$ cat src/rtl/data_mem_access_ctrl.sv
// Load/store initiator between the execute stage and a word/byte data RAM.
// Performs extension of load data, splits SH into two byte writes and flags bad accesses.
module data_mem_access_ctrl #(
    parameter int                         ADDRESS_WIDTH = 32,
    parameter int                         DATA_WIDTH    = 32,
    parameter logic [ADDRESS_WIDTH-1:0]   ADDR_MAX      = 32'h0001_FFFF
) (
    input  logic                     clk,
    input  logic                     rst_n,
    input  logic                     req_valid,
    output logic                     req_ready,
    input  logic                     req_we,
    input  logic [2:0]               req_funct3,
    input  logic [ADDRESS_WIDTH-1:0] req_addr,
    input  logic [DATA_WIDTH-1:0]    req_wdata,
    output logic                     resp_valid,
    output logic [DATA_WIDTH-1:0]    resp_rdata,
    output logic                     resp_err,
    output logic                     mem_we,
    output logic [1:0]               mem_dataType,
    output logic [ADDRESS_WIDTH-1:0] mem_addr,
    output logic [DATA_WIDTH-1:0]    mem_wd,
    input  logic [DATA_WIDTH-1:0]    mem_rd
);

    typedef enum logic [1:0] {IDLE, ACCESS, SPLIT, RESP} state_t;

    localparam logic [2:0] F3_B  = 3'b000;
    localparam logic [2:0] F3_H  = 3'b001;
    localparam logic [2:0] F3_W  = 3'b010;
    localparam logic [2:0] F3_BU = 3'b100;
    localparam logic [2:0] F3_HU = 3'b101;

    localparam logic [1:0] DT_WORD = 2'b00;
    localparam logic [1:0] DT_BYTE = 2'b01;
    localparam logic [1:0] DT_HALF = 2'b10;

    state_t                   state, next_state;
    logic                     we_q, err_q;
    logic [2:0]               funct3_q;
    logic [ADDRESS_WIDTH-1:0] addr_q;
    logic [DATA_WIDTH-1:0]    wdata_q, rdata_q, load_ext;

    logic                     f3_ok, align_ok, req_err;
    logic [1:0]               size_m1;
    logic [ADDRESS_WIDTH:0]   last_byte;

    // Request check; the extra address bit keeps the last-byte sum from wrapping.
    always_comb begin
        // NOTE: every always_comb output gets a default first so no latch is inferred.
        f3_ok    = 1'b0;
        align_ok = 1'b1;
        size_m1  = 2'd0;
        case (req_funct3)
            F3_B:  f3_ok = 1'b1;
            F3_H:  begin f3_ok = 1'b1;    size_m1 = 2'd1; align_ok = ~req_addr[0]; end
            F3_W:  begin f3_ok = 1'b1;    size_m1 = 2'd3; align_ok = (req_addr[1:0] == 2'b00); end
            F3_BU: f3_ok = ~req_we;
            F3_HU: begin f3_ok = ~req_we; size_m1 = 2'd1; align_ok = ~req_addr[0]; end
            default: ;
        endcase
        last_byte = {1'b0, req_addr} + (ADDRESS_WIDTH+1)'(size_m1);
        req_err   = !f3_ok || !align_ok || (last_byte > {1'b0, ADDR_MAX});
    end

    always_comb begin
        next_state = state;
        case (state)
            IDLE:    if (req_valid) next_state = req_err ? RESP : ACCESS;
            ACCESS:  next_state = (we_q && funct3_q == F3_H) ? SPLIT : RESP;
            SPLIT:   next_state = RESP;
            default: next_state = IDLE;
        endcase
    end

    always_comb begin
        case (funct3_q)
            F3_B:    load_ext = {{(DATA_WIDTH-8){mem_rd[7]}},   mem_rd[7:0]};
            F3_H:    load_ext = {{(DATA_WIDTH-16){mem_rd[15]}}, mem_rd[15:0]};
            F3_BU:   load_ext = {{(DATA_WIDTH-8){1'b0}},        mem_rd[7:0]};
            F3_HU:   load_ext = {{(DATA_WIDTH-16){1'b0}},       mem_rd[15:0]};
            default: load_ext = mem_rd;
        endcase
    end

    // RAM port decoded from registered state only, so reset silences it immediately.
    always_comb begin
        mem_we       = 1'b0;
        mem_dataType = DT_WORD;
        mem_addr     = '0;
        mem_wd       = '0;
        case (state)
            ACCESS: begin
                mem_addr = addr_q;
                if (we_q) begin
                    mem_we = 1'b1;
                    if (funct3_q == F3_W) begin
                        mem_wd = wdata_q;
                    end else begin
                        mem_dataType = DT_BYTE;
                        mem_wd       = {{(DATA_WIDTH-8){1'b0}}, wdata_q[7:0]};
                    end
                end else begin
                    case (funct3_q)
                        F3_B, F3_BU: mem_dataType = DT_BYTE;
                        F3_H, F3_HU: mem_dataType = DT_HALF;
                        default:     mem_dataType = DT_WORD;
                    endcase
                end
            end
            SPLIT: begin
                mem_we       = 1'b1;
                mem_dataType = DT_BYTE;
                mem_addr     = addr_q + 1'b1;
                mem_wd       = {{(DATA_WIDTH-8){1'b0}}, wdata_q[15:8]};
            end
            default: ;
        endcase
    end

    always_ff @(posedge clk or negedge rst_n) begin
        if (!rst_n) begin
            state    <= IDLE;
            we_q     <= 1'b0;
            err_q    <= 1'b0;
            funct3_q <= 3'b000;
            addr_q   <= '0;
            wdata_q  <= '0;
            rdata_q  <= '0;
        end else begin
            // NOTE: sequential state uses non-blocking assignments so all registers update together.
            state <= next_state;
            if (state == IDLE && req_valid) begin
                we_q     <= req_we;
                err_q    <= req_err;
                funct3_q <= req_funct3;
                addr_q   <= req_addr;
                wdata_q  <= req_wdata;
                rdata_q  <= '0;
            end
            if (state == ACCESS && !we_q) rdata_q <= load_ext;
        end
    end

    assign req_ready  = (state == IDLE);
    assign resp_valid = (state == RESP);
    assign resp_err   = resp_valid & err_q;
    assign resp_rdata = rdata_q;

endmodule

$ cat config.mk
export PLATFORM = sky130hd
export DESIGN_NAME = data_mem_access_ctrl
export DESIGN_NICKNAME = d
export VERILOG_FILES = /design/src/rtl/data_mem_access_ctrl.sv
export SDC_FILE = /design/constraint.sdc
export NUM_CORES = 1
export LEC_CHECK = 0
export BUFFER_PORTS_ARGS = -buffer_cell sky130_fd_sc_hd__buf_2
export CAP_MARGIN = 20
export CORE_UTILIZATION = 51
export CTS_CLUSTER_SIZE = 10
export DETAILED_ROUTE_END_ITERATION = 16
export HOLD_SLACK_MARGIN = 0.02
export PLACE_DENSITY = 0.91
export SLEW_MARGIN = 10
export SYNTH_ARGS = -nofsm -noshare
export SYNTH_HDL_FRONTEND = slang
export SYNTH_SLANG_ARGS = --single-unit
$ cat constraint.sdc
create_clock -name clk -period 3.05 [get_ports clk]
set_input_delay 0.915 -clock clk [delete_from_list [all_inputs] [get_ports clk]]
set_output_delay 0.915 -clock clk [all_outputs]
set_load 0.01 [all_outputs]
======== Word-level counts from Yosys, hierarchy flattened ========
Index checks and enable logic that the tools add are counted.
cells by class
  add/sub/neg operators ................... 2
  order comparisons ....................... 1
  eq/ne operators ......................... 12
  multiplexer cells ....................... 20
  bitwise operators ....................... 3
  reductions and logical operators ........ 18
operators by type and width
  cell                                                                     count
  32-bit two-way mux                                                       4
  32-bit case mux with 2 select lines                                      2
  32-bit case mux with 4 select lines                                      1
  32-bit by 2-bit adder with 33-bit output                                 1
  33-bit by 17-bit > comparator with 1-bit output (second input constant)  1
  32-bit by 1-bit adder with 32-bit output (second input constant)         1
  3-bit equality test (second input constant)                              4
  2-bit case mux with 2 select lines                                       3
  2-bit OR reduction                                                       4
  3-bit by 1-bit equality test with 1-bit output (second input constant)   2
  3-bit by 2-bit equality test with 1-bit output (second input constant)   2
  3-bit logical NOT                                                        2
  2-bit two-way mux                                                        3
  1-bit case mux with 2 select lines                                       3
  2-bit case mux with 3 select lines                                       1
  2-bit equality test (second input constant)                              2
  2-bit logical NOT                                                        2
  1-bit logical AND                                                        3
  1-bit logical NOT                                                        3
  1-bit two-way mux                                                        3
  3-bit OR reduction                                                       1
  2-bit by 1-bit equality test with 1-bit output (second input constant)   1
  1-bit logical OR                                                         2
  2-bit != test (second input constant)                                    1
  3 further kinds                                                          4
storage, ports and cells
  register bits ........................... 103
  bits of input ports ..................... 103
  word-level logic and storage cells ...... 63

======== Depth between registers and ports, before layout ========
  depth after elaboration ................. 9
  depth in mapped cells ................... 11

======== Worst setup path after synthesis ========
Ideal clock, no wire load.
  path type ............................... register to output
  start point ............................. register addr_q[0]
  end point ............................... output port mem_addr[28]
  data arrival time ....................... 1.887 ns
  data required time ...................... 2.135 ns
  slack ................................... 0.248 ns
  cell stages (with the launch flop) ...... 9
  buffers on the path ..................... 0
  path through ............................ dfrtp_1 > ha_1 > nand3_1 > nor2_2 > nand4_2 > nor4_4 > nand3_1 > xor2_1 > o21ai_1
between the ends
  cells in the longest elaborated chain, start to end .. 2
RTL lines
  item                                      line  text
  start, declared                           41    logic [ADDRESS_WIDTH-1:0] addr_q;
  start signal, assigned                    137   addr_q <= req_addr;
  32-bit by 1-bit adder with 32-bit output  114   mem_addr = addr_q + 1'b1;
  32-bit case mux with 2 select lines       92    case (state)
  end, declared                             21    output logic [ADDRESS_WIDTH-1:0] mem_addr,
No other way between the ends.

======== Worst setup path in the final report ========
  start point ............................. register addr_q[12]
  end point ............................... output port mem_addr[23]
Same word-level chain as after synthesis.

==> metrics <==
outcome=finished, violations left; failing checks=negative setup slack; biggest area consumer among synthesized cells=dfrtp_1; post-route cell area=7760 um2; syn avg cell area=about 9.9 um2; syn_nets=between 600 and 700; Post-synth EDFFs=0; fill count=840; CTS Sinks=103; area occupied by registers=roughly 2600 um2; final antenna-violating net count=0; Worst VDD drop=0.672 mV; initial antenna violation count=0; crit path kind=reg -> out; ys flop type=dfrtp_1; Hold Path Class=reg -> reg; CTS Buffer Depth=2; multi-input logic area=3200 um2; Synth Register Bits=103; dpl cells=926; via count=5,581; Layout area overhead=34.3%; n_diodes=0; DR iter-0 viols=about 370; die width=108 um; vias in the first global route=5,215; hold path depth=2; largest net degree at the start of global routing=47; Pwr Density=940 nW/um2; Worst-Skew Late Latency=340 ps; Crit. End Element=output port; Worst EP required=~2100 ps; first-pass GRT wire length=25.2 mm; Final WS setup=-148 ps; R2R depth=8; Async S/R FF share, synth=1.00; Hold Vio Cnt, Final=0; post-layout minimum cycle time=3200 ps; setup TNS=-630 ps; All-Layer GR Usage=0.277; Clock Skew=roughly 8 ps; Mapped Cells=584; Warnings, synthesis=0; final period utilization=1.05; leakage power=3.80 nW; Remaining DRCs=0; IO buf count=204; Layout Cells excl Fill=~970; die area=around 12,000 um2; layout cells sized above 1=0.464; DP HPWL=11.8 mm; # setup viols final=9; GRT overflow=0; synth top area cells=dfrtp_1 (45%), mux2_2 (13%), o21ai_0 (5.5%); DR pass1 iterations=5; final core occ=0.710; total CTS buffers=9; CTS H-tree depth=3; core area=10,900 um2; Yosys top cell area share=0.446; root cell of the clock tree=clkbuf_16; Initial Utilization=0.528; CTS tree=yes; # IOs=between 200 and 250; relative max-transition margin=0.502; Final GP Congestion=between 0.8 and 0.9; RSZ-0062 raised after global routing=yes; vias per cell=5.78; std cell rows=38; Post-Route WL=16.6 mm; Die Y=~110 um; Worst Max-Slew Pin Slew=approximately 740 ps; CP max FO=3; crit start category=register; Total Power=7.30 mW; Highest Clock Rate=0.313 GHz; WP data arrival=2280 ps; Final Max Tran Viols=0; max-cap violation count=0; synth unique cells=between 50 and 60; Worst-path clk slew=80 ps; WHS=between 400 and 500 ps; sequential share of the synthesized area=0.446; hold-fix buffer count after cts=0; Total Nets Final=932; Post-Syn Area=5780 um2; per-cell routed wire length=between 15 and 20 um; Placement Cell Area=7120 um2; worst slack, placed=-12.5 ps
==> report_power, final <==
part | internal (mW) | switching [mW] | leakage (nW) | total [mW]
sequential | 1.99 | 0.552 | 1.26 | 2.55
combinational | 1.74 | 1.90 | 2.41 | 3.63
clock | 0.571 | 0.546 | 0.133 | 1.12
total | 4.30 | 3.00 | 3.80 | 7.30
==> flip-flops by register name, indices dropped and copies added (netlist names) <==
register,count
addr_q,32
err_q,1
funct3_q,3
resp_rdata,32
state,2
wdata_q,32
we_q,1
==> worst max-delay path, stage by stage, from the launching register on <==
cell     delay, ps
dfrtp_1        370
nand3_2        100
nor3_4         310
nand4_4        180
buf_4          180
or3_4          340
a21o_1         180
nand2_1         60
o31ai_1         70
buf_2          150
==> logic make-up (layout without fill, tap and decap cells) <==
kind of cell	count (synthesis)	after routing	synth area share
multiplexers	70	70	0.136
adder cells (fa/ha/maj)	8	8	0.0186
AND/OR/NAND/NOR	226	226	0.221
flip-flops	103	103	0.446
XOR/XNOR	5	5	0.00758
buffers and inverters	36	278	0.0243
AO/OA/AOI/OAI	136	136	0.146
==> routing by layer <==
metal | up-vias | global-route usage | wire [um]
met3 | 41 | 0.0573 | 1320
li1 | 2594 | - | -
met2 | 268 | 0.490 | 8420
met4 | 0 | 0.102 | 401
met1 | 2678 | 0.332 | 6490
met5 | - | 0 | 0
==> cell type report <==
class	count	area share
Clock inverter	7	0.00871
Inverter	7	0.00339
Sequential cell	103	0.333
Clock buffer	9	0.0290
Tap cell	140	0.0226
Multi-Input combinational cell	445	0.412
Timing Repair Buffer	255	0.192
==> synth_stat cells, drive strengths merged, types with 10 or more instances <==
cell / number
clkbuf: 26
a22o: 18
a31oi: 10
nor2: 22
nand4: 21
and2: 32
o31ai: 11
nand3: 16
nand2: 78
mux2: 69
dfrtp: 103
nor2b: 18
o21ai: 72
==> cell usage in the layout (no fill, tap or decap), types with 10 or more instances in the layout <==
master / instances
o21ai_1: 16
o21ai_0: 56
a31oi_1: 10
and2_1: 30
a22o_1: 18
buf_2: 203
nor2b_1: 18
dfrtp_1: 99
nor2_1: 18
mux2_2: 69
nand3_1: 12
nand4_1: 19
buf_4: 42
nand2_1: 73
==> path summary, 6_finish.rpt <==
path                                                 start                         end  slack (ps)
worst min-delay path            resp_rdata[28]$_DFFE_PN0P_  resp_rdata[28]$_DFFE_PN0P_         490
max in group asynchronous                            rst_n  resp_rdata[22]$_DFFE_PN0P_        1800
worst max-delay path                addr_q[12]$_DFFE_PN0P_                mem_addr[23]        -150
worst min register to register  resp_rdata[28]$_DFFE_PN0P_  resp_rdata[28]$_DFFE_PN0P_         490
min in group asynchronous                            rst_n  resp_rdata[27]$_DFFE_PN0P_         580
worst max register to register        state[0]$_DFFE_PN0P_  resp_rdata[23]$_DFFE_PN0P_        1010
==> repair_timing <==
item                       CTS  global route
pin swaps                   12            12
hold endpoints to repair     0             0
setup endpoints to repair   23            47
resized for setup           25            23
setup buffers               11            14
(Power assumes the default switching activity.)
